**src/rtl/c11_bist_engine_pkg.sv**
```systemverilog
`default_nettype none
// ============================================================================
//  Module      : c11_bist_engine_pkg
//  Description : Shared types, constants and next-state helpers for the
//                c11 BIST engine (LFSR pattern generator + 16-bit MISR).
//  Revision    : 1.0  initial release
// ============================================================================
package c11_bist_engine_pkg;

    // Datapath widths
    localparam int PAT_W = 10;
    localparam int SIG_W = 16;
    localparam int CNT_W = PAT_W + 1;   // one extra bit so a count of 0 can mean 1024

    // LFSR feedback taps (x^10 + x^7 + 1, period 1023)
    localparam int LFSR_TAP_HI = 9;
    localparam int LFSR_TAP_LO = 6;

    // Safe LFSR value used after reset and in place of an all-zero seed
    localparam logic [PAT_W-1:0] LFSR_RESET = 10'h001;

    // MISR feedback polynomial (CRC-16-CCITT)
    localparam logic [SIG_W-1:0] MISR_POLY = 16'h1021;

    // Run controller states
    typedef enum logic [1:0] {
        ST_IDLE  = 2'd0,
        ST_RUN   = 2'd1,
        ST_DRAIN = 2'd2,
        ST_DONE  = 2'd3
    } bist_state_t;

    // One LFSR step: shift left, feed back the XOR of the two taps into bit 0
    function automatic logic [PAT_W-1:0] lfsr_next(input logic [PAT_W-1:0] l);
        return {l[PAT_W-2:0], l[LFSR_TAP_HI] ^ l[LFSR_TAP_LO]};
    endfunction

    // One MISR step folding a single response bit into the signature
    function automatic logic [SIG_W-1:0] misr_next(input logic [SIG_W-1:0] m,
                                                   input logic             d);
        return {m[SIG_W-2:0], 1'b0}
             ^ (m[SIG_W-1] ? MISR_POLY : {SIG_W{1'b0}})
             ^ {{(SIG_W-1){1'b0}}, d};
    endfunction

endpackage
`default_nettype wire

```
**src/rtl/c11_bist_engine_misr16.sv**
```systemverilog
`default_nettype none
// ============================================================================
//  Module      : c11_misr16
//  Description : 16-bit single-input signature register. Synchronous clear
//                has priority over the fold enable.
//  Revision    : 1.0  initial release
// ============================================================================
module c11_misr16
    import c11_bist_engine_pkg::*;
(
    input  logic             clk,
    input  logic             rst_n,
    input  logic             clr,
    input  logic             en,
    input  logic             din,
    output logic [SIG_W-1:0] sig
);

    // Signature register: clear on a new run, fold one response bit when enabled
    always_ff @(posedge clk or negedge rst_n) begin
        if (!rst_n) begin
            sig <= '0;
        end else if (clr) begin
            sig <= '0;
        end else if (en) begin
            sig <= misr_next(sig, din);
        end
    end

endmodule
`default_nettype wire

```
**src/rtl/c11_bist_engine.sv**
```systemverilog
`default_nettype none
// ============================================================================
//  Module      : c11_bist_engine
//  Description : Logic BIST run controller. Drives LFSR patterns into a
//                10-input circuit under test, compresses its single-bit
//                response in a 16-bit MISR, and compares the final
//                signature with a golden value.
//  Revision    : 1.0  initial release
// ============================================================================
module c11_bist_engine
    import c11_bist_engine_pkg::*;
(
    input  logic             clk,
    input  logic             rst_n,
    input  logic             start_i,
    input  logic             abort_i,
    input  logic [PAT_W-1:0] seed_i,
    input  logic [PAT_W-1:0] count_i,
    input  logic [SIG_W-1:0] golden_i,
    output logic [PAT_W-1:0] pat_o,
    output logic             pat_valid_o,
    input  logic             resp_i,
    output logic             busy_o,
    output logic             done_o,
    output logic             pass_o,
    output logic [SIG_W-1:0] sig_o
);

    bist_state_t      state;
    logic [PAT_W-1:0] lfsr;
    logic [CNT_W-1:0] remaining;     // patterns still to apply, including the current one
    logic [SIG_W-1:0] golden_q;
    logic             resp_q;        // response captured at the last RUN edge
    logic             cap_pending;   // resp_q holds a capture not yet folded into the MISR
    logic             pat_valid_q;
    logic             busy_q;
    logic             done_q;
    logic             pass_q;

    logic             start_accept;
    logic             misr_en;
    logic [SIG_W-1:0] sig;

    // A start is honoured only from IDLE; abort is meaningless there, so start wins
    assign start_accept = (state == ST_IDLE) && start_i;

    // Fold the previous capture one cycle later; an abort freezes the signature
    assign misr_en = cap_pending && !abort_i &&
                     ((state == ST_RUN) || (state == ST_DRAIN));

    // Run controller: state, LFSR, pattern counter, response capture and outputs
    always_ff @(posedge clk or negedge rst_n) begin
        if (!rst_n) begin
            state       <= ST_IDLE;
            lfsr        <= LFSR_RESET;
            remaining   <= '0;
            golden_q    <= '0;
            resp_q      <= 1'b0;
            cap_pending <= 1'b0;
            pat_valid_q <= 1'b0;
            busy_q      <= 1'b0;
            done_q      <= 1'b0;
            pass_q      <= 1'b0;
        end else begin
            done_q <= 1'b0;
            case (state)
                ST_IDLE: begin
                    if (start_accept) begin
                        lfsr        <= (seed_i == '0) ? LFSR_RESET : seed_i;
                        remaining   <= {(count_i == '0), count_i};
                        golden_q    <= golden_i;
                        pass_q      <= 1'b0;
                        cap_pending <= 1'b0;
                        pat_valid_q <= 1'b1;
                        busy_q      <= 1'b1;
                        state       <= ST_RUN;
                    end
                end

                ST_RUN: begin
                    if (abort_i) begin
                        pat_valid_q <= 1'b0;
                        busy_q      <= 1'b0;
                        pass_q      <= 1'b0;
                        cap_pending <= 1'b0;
                        state       <= ST_IDLE;
                    end else begin
                        resp_q      <= resp_i;
                        cap_pending <= 1'b1;
                        lfsr        <= lfsr_next(lfsr);
                        remaining   <= remaining - 1'b1;
                        // This edge applies the last pattern
                        if (remaining == {{(CNT_W-1){1'b0}}, 1'b1}) begin
                            pat_valid_q <= 1'b0;
                            state       <= ST_DRAIN;
                        end
                    end
                end

                ST_DRAIN: begin
                    if (abort_i) begin
                        busy_q      <= 1'b0;
                        pass_q      <= 1'b0;
                        cap_pending <= 1'b0;
                        state       <= ST_IDLE;
                    end else begin
                        // The MISR takes its final fold on this same edge, so
                        // compare against the value it is about to hold
                        pass_q      <= (misr_next(sig, resp_q) == golden_q);
                        done_q      <= 1'b1;
                        busy_q      <= 1'b0;
                        cap_pending <= 1'b0;
                        state       <= ST_DONE;
                    end
                end

                ST_DONE: begin
                    state <= ST_IDLE;
                end

                default: begin
                    state <= ST_IDLE;
                end
            endcase
        end
    end

    c11_misr16 u_misr (
        .clk   (clk),
        .rst_n (rst_n),
        .clr   (start_accept),
        .en    (misr_en),
        .din   (resp_q),
        .sig   (sig)
    );

    // Pattern bus is forced to zero whenever no live pattern is presented
    assign pat_o       = pat_valid_q ? lfsr : '0;
    assign pat_valid_o = pat_valid_q;
    assign busy_o      = busy_q;
    assign done_o      = done_q;
    assign pass_o      = pass_q;
    assign sig_o       = sig;

endmodule
`default_nettype wire

```
**config.mk**
```make
export PLATFORM = sky130hd
export DESIGN_NAME = c11_bist_engine
export DESIGN_NICKNAME = d
export VERILOG_FILES = /design/src/rtl/c11_bist_engine_pkg.sv /design/src/rtl/c11_bist_engine_misr16.sv /design/src/rtl/c11_bist_engine.sv
export SDC_FILE = /design/constraint.sdc
export NUM_CORES = 1
export LEC_CHECK = 0
export ABC_AREA = 1
export CAP_MARGIN = 25
export CORE_AREA = 5 5 84 86
export CTS_CLUSTER_SIZE = 30
export DETAILED_ROUTE_END_ITERATION = 8
export DIE_AREA = 0 0 89 91
export PLACE_DENSITY_LB_ADDON = 0.12
export SYNTH_ARGS = -nofsm -noshare
export SYNTH_HDL_FRONTEND = slang
export SYNTH_SLANG_ARGS = --single-unit
```
**constraint.sdc**
```tcl
create_clock -name clk -period 2.82 [get_ports clk]
set_clock_uncertainty 0.15 [all_clocks]
set_input_delay 0.564 -clock clk [delete_from_list [all_inputs] [get_ports clk]]
set_output_delay 0.564 -clock clk [all_outputs]
set_load 0.05 [all_outputs]
```
==> impl_metrics.tcl, run 1 <==
set metrics [dict create \
    busiest_layer "met2" \
    final_common_cell "nand2_1" \
    overflow 0 \
    ant_nets 0 \
    grt_pass1_wl_um 12400 \
    cts_setup_buffers 0 \
    first_pass_iters 4 \
    multi_input_area_um2 1400 \
    cp.required_ns 2.11 \
    path_clk_slew_ns 0.07 \
    met3_usage 0.0353 \
    drv_cap 0 \
    drive_above_1_share 0.0688 \
    floorplan.initialDensity 0.526 \
    synth_mux_area_frac 0 \
    ys_seq_area_frac 0.468 \
    fin_cells 586 \
    criticalPathCategory "reg2out" \
    min_period_ns 2.62 \
    cp_max_fo 12 \
    ys.warnings.count 0 \
    tightest_slew_ns 0.665 \
    die-width_um 89 \
    cts_buffers 9 \
    grt_usage 0.193 \
    rsz0062_at_grt "no" \
    first_iter_violations 122 \
    maxSlewViolCount 0 \
    p_per_area_nw_per_um2 1020 \
    io_buffers 70 \
    fillCellCount 546 \
    critPathMaxStageDelay_ns 0.80 \
    met1_usage 0.256 \
    ios 71 \
    cp-end-kind "output pin" \
    fp-row-count 29 \
    crit_path_start_kind "flop" \
    hold_class "in2async" \
    synthCells 431 \
    finalSetupViolations 0 \
    fin_area_um2 4190 \
    synth_fp_nets 479 \
    yosys.area_share.xor_xnor 0.0188 \
    die_area_um2 8100 \
    core_um2 6200 \
    area_delta_synth_final_pct 28.4 \
    fin_crit_sh 0.928 \
    ctsRootBufferMaster "clkbuf_8" \
    final_cell_mix "nand2_1 (126), clkdlybuf4s50_1 (69), inv_1 (66), dfrtp_1 (60), nor2_1 (39)" \
    dpl_cell_area_um2 4010 \
    cts_tree "yes" \
    ir_drop_uv 680 \
    seqCellArea_um2 1530 \
    synthDistinctLibCells 33 \
    cpMaxStageDelayCell "clkdlybuf4s50_1" \
    yosys.area_share.simple 0.242 \
    holdBufCountCts 0 \
    synth_top_family_by_area "simple AND/OR/NAND/NOR gates" \
    nets 552 \
    avgSynthCellArea_um2 7.57 \
    routed_via_density 4.91 \
    gp_congestion 0.867 \
    ys_ff_latch 61 \
    cts.sinks 61 \
    ctsResizeCount 0 \
    antenna_found_initial 0 \
    leakage_nw 2.01 \
    grt_max_degree 37 \
    die_h_um 91 \
    hpwlAfterDp_um 5470 \
    vias 2880 \
    grt_pass1_vias 2768 \
    fmax_mhz 382 \
    cts_buffer_depth 2 \
    insertion_delay_ns 0.33 \
    drcViolationCount 0 \
    syn_area_um2 3260 \
    finalSetupTns_ns 0 \
    layout_setup_ws_ns 0.202 \
    place_inst 570 \
    totalWireLength_um 7470 \
    place_ws_ns 0.395 \
    antenna_cells 0 \
    synth_compound_area_frac 0.141 \
    arrival_ns 1.90 \
    worstPathCellList "nand2_1 -> inv_1 -> clkdlybuf4s50_1" \
    hold_viol 0 \
    wl_per_cell_um 12.8 \
    status "complete, no violations" \
    max-slew-margin-rel 0.554 \
    grt_use_met2 0.313 \
    h-tree-depth 3 \
    synth-adder-area-share 0.0269 \
]
-- cell usage after synthesis (all sizes together) --
cell type    n  area, um^2
o21ai       33         169
nor3b        1        7.51
nor2        41         159
nand3b       1        7.51
nand2      128         490
o211ai       2        15.0
dfrtp       60        1500
ha           7        87.6
a31oi        5        31.3
xor2         4        35.0
inv         69         262
nand4        3        18.8
clkbuf       2        7.51
xnor2        3        26.3
a211oi       1        7.51
a21oi       20         123
o22ai       17         106
buf         10        65.1
nor3         2        10.0
nand3       19        95.1
clkinv       1        3.75
dfstp        1        26.3
o21bai       1        7.51
-- power breakdown --
group	leakage [nW]	internal (W)	switching, W	total, W
clock	0.0921	0.000363	0.000334	0.000697
combinational	1.16	0.000728	0.00139	0.00212
sequential	0.765	0.00120	0.000240	0.00144
-- state kept, by name, indices dropped and copies added (netlist names) --
signal,cells
busy_o,1
cap_pending,1
done_o,1
golden_q,16
lfsr,10
pass_o,1
pat_valid_o,1
remaining,11
resp_q,1
state,2
u_misr.sig,16
-- final timing paths --
check / start / to / slack, ns / cells after the start
min reg2reg: lfsr[0]$_DFFE_PN1P_ / lfsr[0]$_DFFE_PN1P_ / 0.33 / 2
min in group clk: lfsr[0]$_DFFE_PN1P_ / lfsr[0]$_DFFE_PN1P_ / 0.33 / 2
max in group asynchronous: rst_n / lfsr[0]$_DFFE_PN1P_ / 2.02 / 2
min: rst_n / golden_q[2]$_DFFE_PN0P_ / 0.08 / 2
max reg2reg: state[1]$_DFFE_PN0P_ / golden_q[3]$_DFFE_PN0P_ / 0.67 / 5
max: pat_valid_o$_DFFE_PN0P_ / pat_o[6] / 0.20 / 3
-- through the flow --
| stage | utilization | total power [W] | hold slack (ns) |
|---|---|---|---|
| 6_report | 0.675 | 0.00426 | 0.0848 |
| 3_5_place_dp | 0.647 | 0.00359 | 0.319 |
| 2_1_floorplan | - | 0.00305 | 0.118 |
| 4_1_cts | 0.675 | 0.00429 | 0.0850 |
| 3_3_place_gp | 0.647 | 0.00354 | 0.317 |
| 5_1_grt | 0.675 | 0.00463 | 0.101 |
-- routing by layer --
metal | vias up | share of wire
li1 | 1502 | -
met1 | 1295 | 0.46
met2 | 75 | 0.47
met3 | 8 | 0.057
met4 | 0 | 0.011
met5 | - | 0
-- worst max-delay path, delay by kind of cell (launching register included) --
kind	cells	cell delay (ns)
buffers and inverters	2	0.88
flip-flops	1	0.59
AND/OR/NAND/NOR	1	0.11
-- cell families (layout without fill, tap and decap cells) --
group / after synthesis / after routing
xor+xnor: 7 / 7
flops: 61 / 61
fa+ha+maj: 7 / 7
buf+inv: 82 / 160
compound gates: 79 / 79
simple gates: 195 / 195
-- final cells by class --
type / instances / area share
Clock buffer: 12 / 0.0370
Clock inverter: 4 / 0.00538
Inverter: 70 / 0.0633
Timing Repair Buffer: 74 / 0.173
Sequential cell: 61 / 0.365
Tap cell: 77 / 0.0230
Multi-Input combinational cell: 288 / 0.333
(Power assumes the default switching activity.)
==> inputs of run 2 (changes only) <==
Settings changed: CAP_MARGIN 25 to 20, CORE_AREA 5 5 84 86 to 5 5 97 99, CTS_BUF_LIST set to sky130_fd_sc_hd__clkbuf_8, DIE_AREA 0 0 89 91 to 0 0 102 104.
==> run 2 against run 1 <==
  * Worst setup slack better by 0.012 ns
  * Non-clock buffer count unchanged
  * Maximum frequency up 0.45%
  * Critical path depth unchanged
  * Clock power up 21%
  * Final cell count up 5.3%
  * Flip-flop and latch count unchanged
  * Critical endpoint is now pat_o[2]
  * Largest cell class unchanged
  * Highest routed layer unchanged
==> impl_metrics.tcl, run 2 (synthesis results as in run 1) <==
set metrics [dict create \
    status "complete, no violations" \
    ctsResizeCount 0 \
    first_iter_violations 83 \
    hpwlAfterDp_um 5670 \
    fp-row-count 34 \
    floorplan.initialDensity 0.385 \
    rsz0062_at_grt "no" \
    die_h_um 104 \
    top_regs "golden_q x16, u_misr.sig x16, remaining x11" \
    r2r-end "remaining[8]$_DFFE_PN0P_" \
    final_common_cell "nand2_1" \
    holdBufCountCts 0 \
    drcViolationCount 0 \
    ir_drop_uv 616 \
    ant_nets 0 \
    die-width_um 102 \
    drv_cap 0 \
    overflow 0 \
    antenna_found_initial 0 \
    seqPwrFrac 0.328 \
    h-tree-depth 3 \
    wl_met2_um 3600 \
    cts_setup_buffers 0 \
    cts_buffers 9 \
    grt_usage 0.155 \
    gp_congestion 0.822 \
    grt_pass1_vias 2904 \
    antenna_cells 0 \
    max-slew-margin-rel 0.627 \
    r2r_slack_ns 0.74 \
    ctsRootBufferMaster "clkbuf_8" \
    finalSetupViolations 0 \
    r2r_cells 10 \
    maxSlewViolCount 0 \
    cts.sinks 61 \
    seqCellArea_um2 1530 \
    intPower_w 0.00242 \
    nets 552 \
    fillCellCount 872 \
    cp.required_ns 2.11 \
    p_clk_frac 0.190 \
    tightest_slew_ns 0.559 \
    p_sw_frac 0.453 \
    finalSetupTns_ns 0 \
    cp-end-kind "output pin" \
    p_comb_frac 0.482 \
    critPathMaxStageDelay_ns 0.79 \
    leakage_nw 2.03 \
    core_um2 8470 \
    total_power_w 0.00443 \
    wl_per_cell_um 12.7 \
    cpMaxStageDelayCell "clkdlybuf4s50_1" \
    grt_max_degree 62 \
    cts_buffer_depth 2 \
    totalWireLength_um 7810 \
    worstPathCellList "nand2_1 -> inv_1 -> clkdlybuf4s50_1" \
    criticalPathCategory "reg2out" \
    critPathTopFamily "buffers and inverters" \
    arrival_ns 1.89 \
    drive_above_1_share 0.0707 \
    p_switching_w 0.00201 \
    crit_path_start_kind "flop" \
    p_per_area_nw_per_um2 1030 \
    crit_buf_inv 2 \
    io_buffers 70 \
    cts_tree "yes" \
    min_period_ns 2.61 \
    fmax_mhz 384 \
    insertion_delay_ns 0.33 \
    area_delta_synth_final_pct 31.3 \
    path_clk_slew_ns 0.07 \
    hold_viol 0 \
    routed_via_density 4.78 \
    fin_util 0.506 \
    drt-met1-wl_um 3600 \
    vias 2951 \
    ios 71 \
    grt_pass1_wl_um 13400 \
    multi_input_area_um2 1400 \
    fin_crit_sh 0.924 \
    first_pass_iters 4 \
    hold_class "in2async" \
    r2r_start "state[1]$_DFFE_PN0P_" \
    top_layer "met4" \
    wl_met3_um 510 \
    die_area_um2 10600 \
    final_cell_mix "nand2_1 (126), clkdlybuf4s50_1 (69), inv_1 (66), dfrtp_1 (60), nor2_1 (39)" \
    cp_max_fo 12 \
]
## run 2: metal layers
metal	up-vias	global-route usage
met5	-	0
met4	0	0.0506
met3	9	0.0315
met2	80	0.242
met1	1359	0.213
li1	1503	-
## run 2: worst max-delay path by stage
stage | start | endpoint | slack [ns] | depth (start not counted)
global route | pat_valid_o$_DFFE_PN0P_ | pat_o[0] | 0.06 | 3
global placement | pat_valid_o$_DFFE_PN0P_ | pat_o[5] | 0.55 | 3
finish | pat_valid_o$_DFFE_PN0P_ | pat_o[2] | 0.21 | 3
floorplan | pat_valid_o$_DFFE_PN0P_ | pat_o[0] | 0.78 | 3
detailed placement | start_i | remaining[8]$_DFFE_PN0P_ | 0.51 | 9
CTS | pat_valid_o$_DFFE_PN0P_ | pat_o[2] | 0.17 | 3
## run 2: power groups by stage
stage / Combinational (W) / Clock [W] / Sequential (W)
after floorplan: 0.00157 / 0 / 0.00147
after global placement: 0.00213 / 0 / 0.00146
after detailed placement: 0.00216 / 0 / 0.00147
after CTS: 0.00217 / 0.000860 / 0.00146
after global routing: 0.00241 / 0.000894 / 0.00149
final: 0.00214 / 0.000840 / 0.00145
## run 2: cell type report
class                   count  share of cell area
multi-input cells         288               0.326
clock buffers              12              0.0386
well taps                 108              0.0316
repair buffers             74               0.172
clock inverters             4              0.0126
inverters                  70              0.0620
flip-flops and latches     61               0.357
## run 2: through the flow
| step | hold WS, ns | cells | area, um^2 | worst slack, ns |
|---|---|---|---|---|
| 2_1_floorplan | 0.118 | 431 | 3260 | 0.785 |
| 4_1_cts | 0.0878 | 617 | 4280 | 0.174 |
| 3_3_place_gp | 0.318 | 601 | 4060 | 0.548 |
| 6_report | 0.0713 | 617 | 4280 | 0.214 |
| 3_5_place_dp | 0.325 | 601 | 4060 | 0.509 |
| 5_1_grt | 0.114 | 617 | 4280 | 0.0599 |
==> inputs of run 3 (changes only) <==
Settings changed: ABC_CLOCK_PERIOD_IN_PS set to 2820.
==> results of run 3 <==
Same layout as run 2: the final DEF is identical, and so are final timing and power.
